$ cat config.mk
export PLATFORM = sky130hd
export DESIGN_NAME = rc4_session_driver_flat
export DESIGN_NICKNAME = d
export VERILOG_FILES = /design/src/rtl/rc4_session_driver_if.sv /design/src/rtl/rc4_session_driver.sv /design/src/flat_wrapper.sv
export SDC_FILE = /design/constraint.sdc
export NUM_CORES = 2
export LEC_CHECK = 0
export CAP_MARGIN = 20
export CORE_MARGIN = 3
export CORE_UTILIZATION = 30
export DETAILED_ROUTE_END_ITERATION = 6
export PLACE_DENSITY_LB_ADDON = 0.12
export SETUP_SLACK_MARGIN = 0.5
export SLEW_MARGIN = 20
export SYNTH_ARGS = -nofsm -noshare
export SYNTH_HDL_FRONTEND = slang
export SYNTH_SLANG_ARGS = --single-unit
$ cat constraint.sdc
create_clock -name clk -period 6.55 [get_ports clk]
set_clock_uncertainty 0.2 [all_clocks]
set_input_delay 1.31 -clock clk [delete_from_list [all_inputs] [get_ports clk]]
set_output_delay 1.31 -clock clk [all_outputs]
set_load 0.1 [all_outputs]
$ cat src/rtl/rc4_session_driver_if.sv
// rtl/rc4_session_driver_if.sv - host key/data handshake bundle for rc4_session_driver
interface rc4_session_driver_if;
    logic       key_valid;
    logic [7:0] key_data;
    logic       key_last;
    logic       key_ready;
    logic       key_err;
    logic       restart;
    logic       din_valid;
    logic [7:0] din;
    logic       din_ready;
    logic       dout_valid;
    logic [7:0] dout;
    logic       dout_ready;

    modport master (
        output key_valid, key_data, key_last, restart, din_valid, din, dout_ready,
        input  key_ready, key_err, din_ready, dout_valid, dout
    );

    modport slave (
        input  key_valid, key_data, key_last, restart, din_valid, din, dout_ready,
        output key_ready, key_err, din_ready, dout_valid, dout
    );
endinterface

$ cat src/rtl/rc4_session_driver.sv
// rtl/rc4_session_driver.sv - RC4 core session controller with keystream FIFO and stallable XOR channel
// Optional RC4-drop[DROP_N] discard enabled by defining RC4_DROP_EN.
module rc4_session_driver #(
    parameter int KEY_MAX    = 255,
    parameter int FIFO_DEPTH = 16,
    parameter int DROP_N     = 768
) (
    input  logic                  clk,
    input  logic                  rst_n,
    rc4_session_driver_if.slave   host,
    output logic                  c_rst,
    output logic [7:0]            c_in,
    input  logic [7:0]            c_out
);

    localparam int AW = $clog2(FIFO_DEPTH);
    localparam logic [AW:0] PTR_ONE = {{AW{1'b0}}, 1'b1};
`ifdef RC4_DROP_EN
    localparam bit DROP_ON = 1'b1;
`else
    localparam bit DROP_ON = 1'b0;
`endif
    localparam logic [31:0] SKIP_BASE = DROP_ON ? 32'(DROP_N) : 32'd0;

    typedef enum logic [2:0] {S_IDLE, S_LOAD, S_KSA, S_SKIP, S_RUN} state_t;

    state_t      state_q, state_d;
    logic [7:0]  key_cnt_q, key_cnt_d;
    logic [7:0]  ld_idx_q, ld_idx_d;
    logic [8:0]  ksa_cnt_q, ksa_cnt_d;
    logic [31:0] skip_cnt_q, skip_cnt_d;
    logic [31:0] pos_q, pos_d;
    logic        c_rst_q, c_rst_d;
    logic [7:0]  c_in_q, c_in_d;
    logic        key_err_q, key_err_d;
    logic [7:0]  dout_q, dout_d;
    logic        dout_valid_q, dout_valid_d;
    logic [AW:0] wr_ptr_q, wr_ptr_d;
    logic [AW:0] rd_ptr_q, rd_ptr_d;
    logic [7:0]  key_buf_q [KEY_MAX];
    logic [7:0]  key_buf_d [KEY_MAX];
    logic [7:0]  fifo_q [FIFO_DEPTH];
    logic [7:0]  fifo_d [FIFO_DEPTH];

    logic        fifo_empty, fifo_full, din_ready_w, accept, overflow;
    logic [31:0] skip_total;

    assign fifo_empty  = (wr_ptr_q == rd_ptr_q);
    assign fifo_full   = (wr_ptr_q[AW] != rd_ptr_q[AW]) && (wr_ptr_q[AW-1:0] == rd_ptr_q[AW-1:0]);
    assign din_ready_w = !fifo_empty && (!dout_valid_q || host.dout_ready);
    assign accept      = host.din_valid && din_ready_w;
    // A full FIFO with a same-cycle pop still has room for the incoming byte.
    assign overflow    = (state_q == S_RUN) && fifo_full && !accept;
    assign skip_total  = pos_q + SKIP_BASE;

    assign host.key_ready  = (state_q == S_IDLE);
    assign host.key_err    = key_err_q;
    assign host.din_ready  = din_ready_w;
    assign host.dout_valid = dout_valid_q;
    assign host.dout       = dout_q;
    assign c_rst           = c_rst_q;
    assign c_in            = c_in_q;

    always_comb begin
        state_d      = state_q;
        key_cnt_d    = key_cnt_q;
        ld_idx_d     = ld_idx_q;
        ksa_cnt_d    = ksa_cnt_q;
        skip_cnt_d   = skip_cnt_q;
        pos_d        = pos_q;
        c_rst_d      = c_rst_q;
        c_in_d       = c_in_q;
        key_err_d    = key_err_q;
        dout_d       = dout_q;
        dout_valid_d = dout_valid_q;
        wr_ptr_d     = wr_ptr_q;
        rd_ptr_d     = rd_ptr_q;
        key_buf_d    = key_buf_q;
        fifo_d       = fifo_q;

        if (accept) begin
            dout_d       = host.din ^ fifo_q[rd_ptr_q[AW-1:0]];
            dout_valid_d = 1'b1;
            rd_ptr_d     = rd_ptr_q + PTR_ONE;
        end else if (host.dout_ready) begin
            dout_valid_d = 1'b0;
        end

        case (state_q)
            S_IDLE: begin
                if (host.key_valid) begin
                    if (key_cnt_q == 8'(KEY_MAX)) begin
                        key_err_d = 1'b1;
                        key_cnt_d = 8'd0;
                    end else begin
                        key_buf_d[key_cnt_q] = host.key_data;
                        key_cnt_d            = key_cnt_q + 8'd1;
                        if (host.key_last) begin
                            state_d  = S_LOAD;
                            c_rst_d  = 1'b1;
                            c_in_d   = (key_cnt_q == 8'd0) ? host.key_data : key_buf_q[0];
                            ld_idx_d = 8'd1;
                        end
                    end
                end else if (host.key_last) begin
                    if (key_cnt_q == 8'd0) begin
                        key_err_d = 1'b1;
                    end else begin
                        state_d  = S_LOAD;
                        c_rst_d  = 1'b1;
                        c_in_d   = key_buf_q[0];
                        ld_idx_d = 8'd1;
                    end
                end
            end
            S_LOAD: begin
                if (ld_idx_q == key_cnt_q) begin
                    state_d   = S_KSA;
                    c_rst_d   = 1'b0;
                    c_in_d    = 8'h00;
                    ksa_cnt_d = 9'd0;
                end else begin
                    c_in_d   = key_buf_q[ld_idx_q];
                    ld_idx_d = ld_idx_q + 8'd1;
                end
            end
            S_KSA: begin
                // 256 KSA cycles plus the core's one-cycle output latency before byte 0.
                if (ksa_cnt_q == 9'd256) begin
                    if (skip_total == 32'd0) begin
                        state_d = S_RUN;
                    end else begin
                        state_d    = S_SKIP;
                        skip_cnt_d = skip_total;
                    end
                end else begin
                    ksa_cnt_d = ksa_cnt_q + 9'd1;
                end
            end
            S_SKIP: begin
                skip_cnt_d = skip_cnt_q - 32'd1;
                if (skip_cnt_q == 32'd1) begin
                    state_d = S_RUN;
                end
            end
            S_RUN: begin
                if (overflow) begin
                    state_d  = S_LOAD;
                    c_rst_d  = 1'b1;
                    c_in_d   = key_buf_q[0];
                    ld_idx_d = 8'd1;
                end else begin
                    fifo_d[wr_ptr_q[AW-1:0]] = c_out;
                    wr_ptr_d = wr_ptr_q + PTR_ONE;
                    pos_d    = pos_q + 32'd1;
                end
            end
            default: state_d = S_IDLE;
        endcase

        if (host.restart) begin
            state_d      = S_IDLE;
            key_cnt_d    = 8'd0;
            pos_d        = 32'd0;
            c_rst_d      = 1'b0;
            c_in_d       = 8'h00;
            key_err_d    = 1'b0;
            dout_d       = 8'h00;
            dout_valid_d = 1'b0;
            wr_ptr_d     = '0;
            rd_ptr_d     = '0;
        end
    end

    always_ff @(posedge clk) begin
        if (!rst_n) begin
            state_q      <= S_IDLE;
            key_cnt_q    <= 8'd0;
            ld_idx_q     <= 8'd0;
            ksa_cnt_q    <= 9'd0;
            skip_cnt_q   <= 32'd0;
            pos_q        <= 32'd0;
            c_rst_q      <= 1'b0;
            c_in_q       <= 8'h00;
            key_err_q    <= 1'b0;
            dout_q       <= 8'h00;
            dout_valid_q <= 1'b0;
            wr_ptr_q     <= '0;
            rd_ptr_q     <= '0;
        end else begin
            state_q      <= state_d;
            key_cnt_q    <= key_cnt_d;
            ld_idx_q     <= ld_idx_d;
            ksa_cnt_q    <= ksa_cnt_d;
            skip_cnt_q   <= skip_cnt_d;
            pos_q        <= pos_d;
            c_rst_q      <= c_rst_d;
            c_in_q       <= c_in_d;
            key_err_q    <= key_err_d;
            dout_q       <= dout_d;
            dout_valid_q <= dout_valid_d;
            wr_ptr_q     <= wr_ptr_d;
            rd_ptr_q     <= rd_ptr_d;
        end
    end

    always_ff @(posedge clk) begin
        key_buf_q <= key_buf_d;
        fifo_q    <= fifo_d;
    end

endmodule
$ cat src/flat_wrapper.sv
// flat-port wrapper written by rule: the top's interface ports become plain ports
module rc4_session_driver_flat 
#(
    parameter int KEY_MAX    = 255,
    parameter int FIFO_DEPTH = 16,
    parameter int DROP_N     = 768
)
  (clk, rst_n, c_rst, c_in, c_out, host_key_valid, host_key_data, host_key_last, host_restart, host_din_valid, host_din, host_dout_ready, host_key_ready, host_key_err, host_din_ready, host_dout_valid, host_dout);
  rc4_session_driver_if host_i ();
  input  logic clk;
  input  logic rst_n;
  output logic c_rst;
  output logic [7:0] c_in;
  input  logic [7:0] c_out;
  input wire logic [$bits(host_i.key_valid)-1:0] host_key_valid;
  input wire logic [$bits(host_i.key_data)-1:0] host_key_data;
  input wire logic [$bits(host_i.key_last)-1:0] host_key_last;
  input wire logic [$bits(host_i.restart)-1:0] host_restart;
  input wire logic [$bits(host_i.din_valid)-1:0] host_din_valid;
  input wire logic [$bits(host_i.din)-1:0] host_din;
  input wire logic [$bits(host_i.dout_ready)-1:0] host_dout_ready;
  output wire logic [$bits(host_i.key_ready)-1:0] host_key_ready;
  output wire logic [$bits(host_i.key_err)-1:0] host_key_err;
  output wire logic [$bits(host_i.din_ready)-1:0] host_din_ready;
  output wire logic [$bits(host_i.dout_valid)-1:0] host_dout_valid;
  output wire logic [$bits(host_i.dout)-1:0] host_dout;
  assign host_i.key_valid = host_key_valid;
  assign host_i.key_data = host_key_data;
  assign host_i.key_last = host_key_last;
  assign host_i.restart = host_restart;
  assign host_i.din_valid = host_din_valid;
  assign host_i.din = host_din;
  assign host_i.dout_ready = host_dout_ready;
  assign host_key_ready = host_i.key_ready;
  assign host_key_err = host_i.key_err;
  assign host_din_ready = host_i.din_ready;
  assign host_dout_valid = host_i.dout_valid;
  assign host_dout = host_i.dout;
  rc4_session_driver #(.KEY_MAX(KEY_MAX), .FIFO_DEPTH(FIFO_DEPTH), .DROP_N(DROP_N)) u_core (.clk(clk), .rst_n(rst_n), .host(host_i), .c_rst(c_rst), .c_in(c_in), .c_out(c_out));
endmodule
==> metrics.md <==
| Metric | Value |
|---|---|
| Filler Cell Count | 28,014 |
| Post-CTS resize count | 0 |
| Hold path start | u_core.host.key_err |
| Busiest layer in global routing | met2 |
| CP peak stage delay | 1020 ps |
| Post-synth top area cell | edfxtp_1 |
| GR Util met2 | 30.3% |
| CTS Root Cell | clkbuf_16 |
| Initial antenna violation count | 15 |
| Placer Congestion | 0.874 |
| RSZ-0062 raised after global routing | no |
| Synth unique cells | 84 |
| P_leak | 31.0 nW |
| Synthesis-to-finish area growth | 15.4% |
| Die width | 555 um |
| Fmax achieved | 198 MHz |
| Cts hold-fix bufs | 0 |
| Post-synthesis cell count | 4,744 |
| Synth warn | 0 |
| DRC Markers | 0 |
| WL per Instance | 33.5 um |
| Main area contributors after synthesis | edfxtp_1 72%, mux4_2 12%, dfxtp_1 2.7% |
| R2r startpoint | u_core.ld_idx_q[0] |
| Worst reg-to-reg path cell count | 8 |
| Row Count | 200 |
| Vias | 48,210 |
| Pwr Total | 31.4 mW |
| VDD IR-drop max | 0.187 mV |
| Data required time of the critical path | 5040 ps |
| IO Port Bufs | 51 |
| Core area | 298,000 um2 |
| Drt total wl | 305 mm |
| Synth Area per Inst | 19.0 um2 |
| Slew Limit Fails | 0 |
| Slowest stage cell, crit path | clkdlybuf4s50_1 |
| First-pass GRT wire length | 420 mm |
| Antenna viol nets, final | 0 |
| TritonRoute pass-1 iters | 5 |
| PwrDens | 301 nW/um2 |
| Post-layout net count | 5,018 |
| Syn nets | 4,791 |
| FF-to-FF setup slack | 1950 ps |
| Mapped Area | 90,400 um2 |
| Hold Crit Depth | 2 |
| Type of origin of the critical path | register |
| Clock tree from TritonCTS | built |
| Share of cells above drive strength 1 | 21.6% |
| Ports | 52 |
| Met1 global-route usage | 28.2% |
| Slew at the pin closest to its max-slew limit | 1230 ps |
| Latest clock arrival within the worst-skew pair | 860 ps |
| CTS buffer count | 266 |
| CTS Buffer Depth | 4 |
| Reg2reg end | u_core.c_in[7] |
| Async set or reset register ratio after synthesis | 0% |
| Global-route usage over all layers | 19.5% |
| Die area | 308,000 um2 |
| Post-synth top area share | 72.1% |
| Worst relative slew slack | 18.0% |
| Critical-path cell list | buf_4 > xor2_1 > nor4_2 > a21boi_0 > clkdlybuf4s50_1 |
| Die H | 555 um |
| Pin count of the biggest net entering global routing | 140 |
| Kind of critical path | reg2out |
| H-tree depth | 5 |
| Worst min path class | reg2reg |
| Iter 0 DRT Violations | 5,398 |
| Post-DP HPWL | 196 mm |
| Initial Utilization | 30.3% |
| Reg clk slew, reported paths | 60 ps |
| Tmin final | 5050 ps |
| Number of post-CTS setup repair buffers | 0 |
| Seq/Total Area, Yosys | 74.7% |
| Arrival time at the worst endpoint | 3540 ps |
| Post-synth top flop | edfxtp_1 |
| EDFF count, synth | 2,168 |
| Status | completed |
| Critical Path Sink Type | output pin |
| Clk sinks | 2,289 |
| Setup TNS | 0 ps |
| Setup-failing EPs final | 0 |
| Worst-path maximum fanout | 36 |
| Final Hold Vio Count | 0 |
| Final worst path period share | 77.1% |
| Grt met3 use | 2.80% |
| GRT overflow | 0 |
| Vias per cell | 5.30 |
| Vias in the first global route | 48,816 |
| WHS Endpoint | u_core.host.key_err |
| Number of synthesized register bits | 2,289 |
| Max-Cap Viols | 0 |
worst max-delay path by stage:
stage / start / to / slack (ps) / depth (start not counted)
2_1_floorplan: host_dout_ready / host_din_ready / 1360 / 2
3_3_place_gp: host_key_valid / u_core.key_buf_q[290] / 1130 / 6
6_report: u_core.rd_ptr_q[1] / host_din_ready / 1500 / 5
3_5_place_dp: host_key_valid / u_core.key_buf_q[1549] / 1040 / 6
4_1_cts: u_core.rd_ptr_q[1] / host_din_ready / 1320 / 5
5_1_grt: u_core.rd_ptr_q[2] / host_din_ready / 1200 / 4
worst max-delay path, delay by kind of cell (launching register included):
kind	cells	cell delay, ps
buffers and inverters	2	1480
AND/OR/NAND/NOR	1	580
flip-flops	1	300
AO/OA/AOI/OAI	1	210
XOR/XNOR	1	150
area by class of cell:
type	count	area, um2	area share [%]
Antenna cell	3	7.51	0.00720
Clock buffer	326	7000	6.71
Clock inverter	127	998	0.958
Inverter	33	124	0.119
Multi-Input combinational cell	2152	21500	20.7
Sequential cell	2289	67500	64.8
Tap cell	3939	4930	4.73
Timing Repair Buffer	229	2120	2.04
layer usage:
metal  vias up  wire length, um
met5         -                0
met4         0             9780
met3       411            17500
met2      1623           140000
met1     26276           138000
li1      19900                -
flip-flops by register name (all words and copies together) (netlist names):
| signal | cells |
|---|---|
| u_core.c_in | 8 |
| u_core.c_rst | 1 |
| u_core.fifo_q | 128 |
| u_core.host.dout | 8 |
| u_core.host.dout_valid | 1 |
| u_core.host.key_err | 1 |
| u_core.key_buf_q | 2040 |
| u_core.key_cnt_q | 8 |
| u_core.ksa_cnt_q | 9 |
| u_core.ld_idx_q | 8 |
| u_core.pos_q | 32 |
| u_core.rd_ptr_q | 5 |
| u_core.skip_cnt_q | 32 |
| u_core.state_q | 3 |
| u_core.wr_ptr_q | 5 |
metrics by stage:
step | cells | setup slack (ps) | area [um2] | hold slack, ps | utilization (%)
finish | 9098 | 1500 | 104000 | 281 | 35.0
global route | 9096 | 1200 | 104000 | 308 | 35.0
CTS | 9095 | 1320 | 104000 | 284 | 34.9
detailed placement | 8642 | 1040 | 96200 | 270 | 32.3
global placement | 8642 | 1130 | 96200 | 266 | 32.3
floorplan | 4744 | 1360 | 90400 | 237 | -
power by group:
group          leakage [nW]  switching (mW)  total [mW]  internal (mW)
clock network          3.90            5.98        14.0           8.00
logic                  6.67           0.874        1.34          0.466
registers              20.5          0.0338        16.0           16.0
layout by cell type (no fill, tap or decap), types with 37 or more instances in the layout:
cell type	Yosys	routed
a21oi_1	101	100
a22oi_1	92	92
buf_4	50	159
clkbuf_1	114	54
clkbuf_16	0	271
clkdlybuf4s50_1	0	43
clkinv_1	1	51
clkinv_2	0	43
dfxtp_1	121	114
edfxtp_1	2168	2168
mux2i_1	183	183
mux4_2	489	489
nand2_1	145	136
nand3_1	79	74
nor2_1	411	405
o21ai_0	69	69
o22ai_1	37	37
cell usage after synthesis (all sizes together) (5+ instances only):
cell,count
nand2,145
and3,14
a21oi,102
inv,32
o31ai,7
dfxtp,121
nor2,412
xnor2,28
a2111oi,18
mux4,489
or3b,5
a211oi,36
mux2i,183
o22ai,37
nor4,26
nor2b,31
o21ai,71
a311oi,14
a221oi,35
or4,10
a31oi,16
edfxtp,2168
nor3b,5
nand3,79
nand3b,11
a22o,11
or3,24
nor4b,6
clkbuf,114
nand4,32
nand2b,19
mux2,11
ha,16
o211ai,10
buf,156
xor2,32
o221ai,14
and2,8
a22oi,92
or2,8
nor3,42
kinds of logic (layout without fill, tap and decap cells):
kind of cell,Yosys count,after routing,share of synthesized area [%]
flip-flops,2289,2289,74.7
multiplexers,683,683,14.4
XOR/XNOR,60,60,0.582
buffers and inverters,303,715,1.62
adder cells (fa/ha/maj),16,16,0.222
AO/OA/AOI/OAI,510,510,3.94
AND/OR/NAND/NOR,883,883,4.54
other,0,3,0
Note: power is estimated with default switching activity, not from simulation.
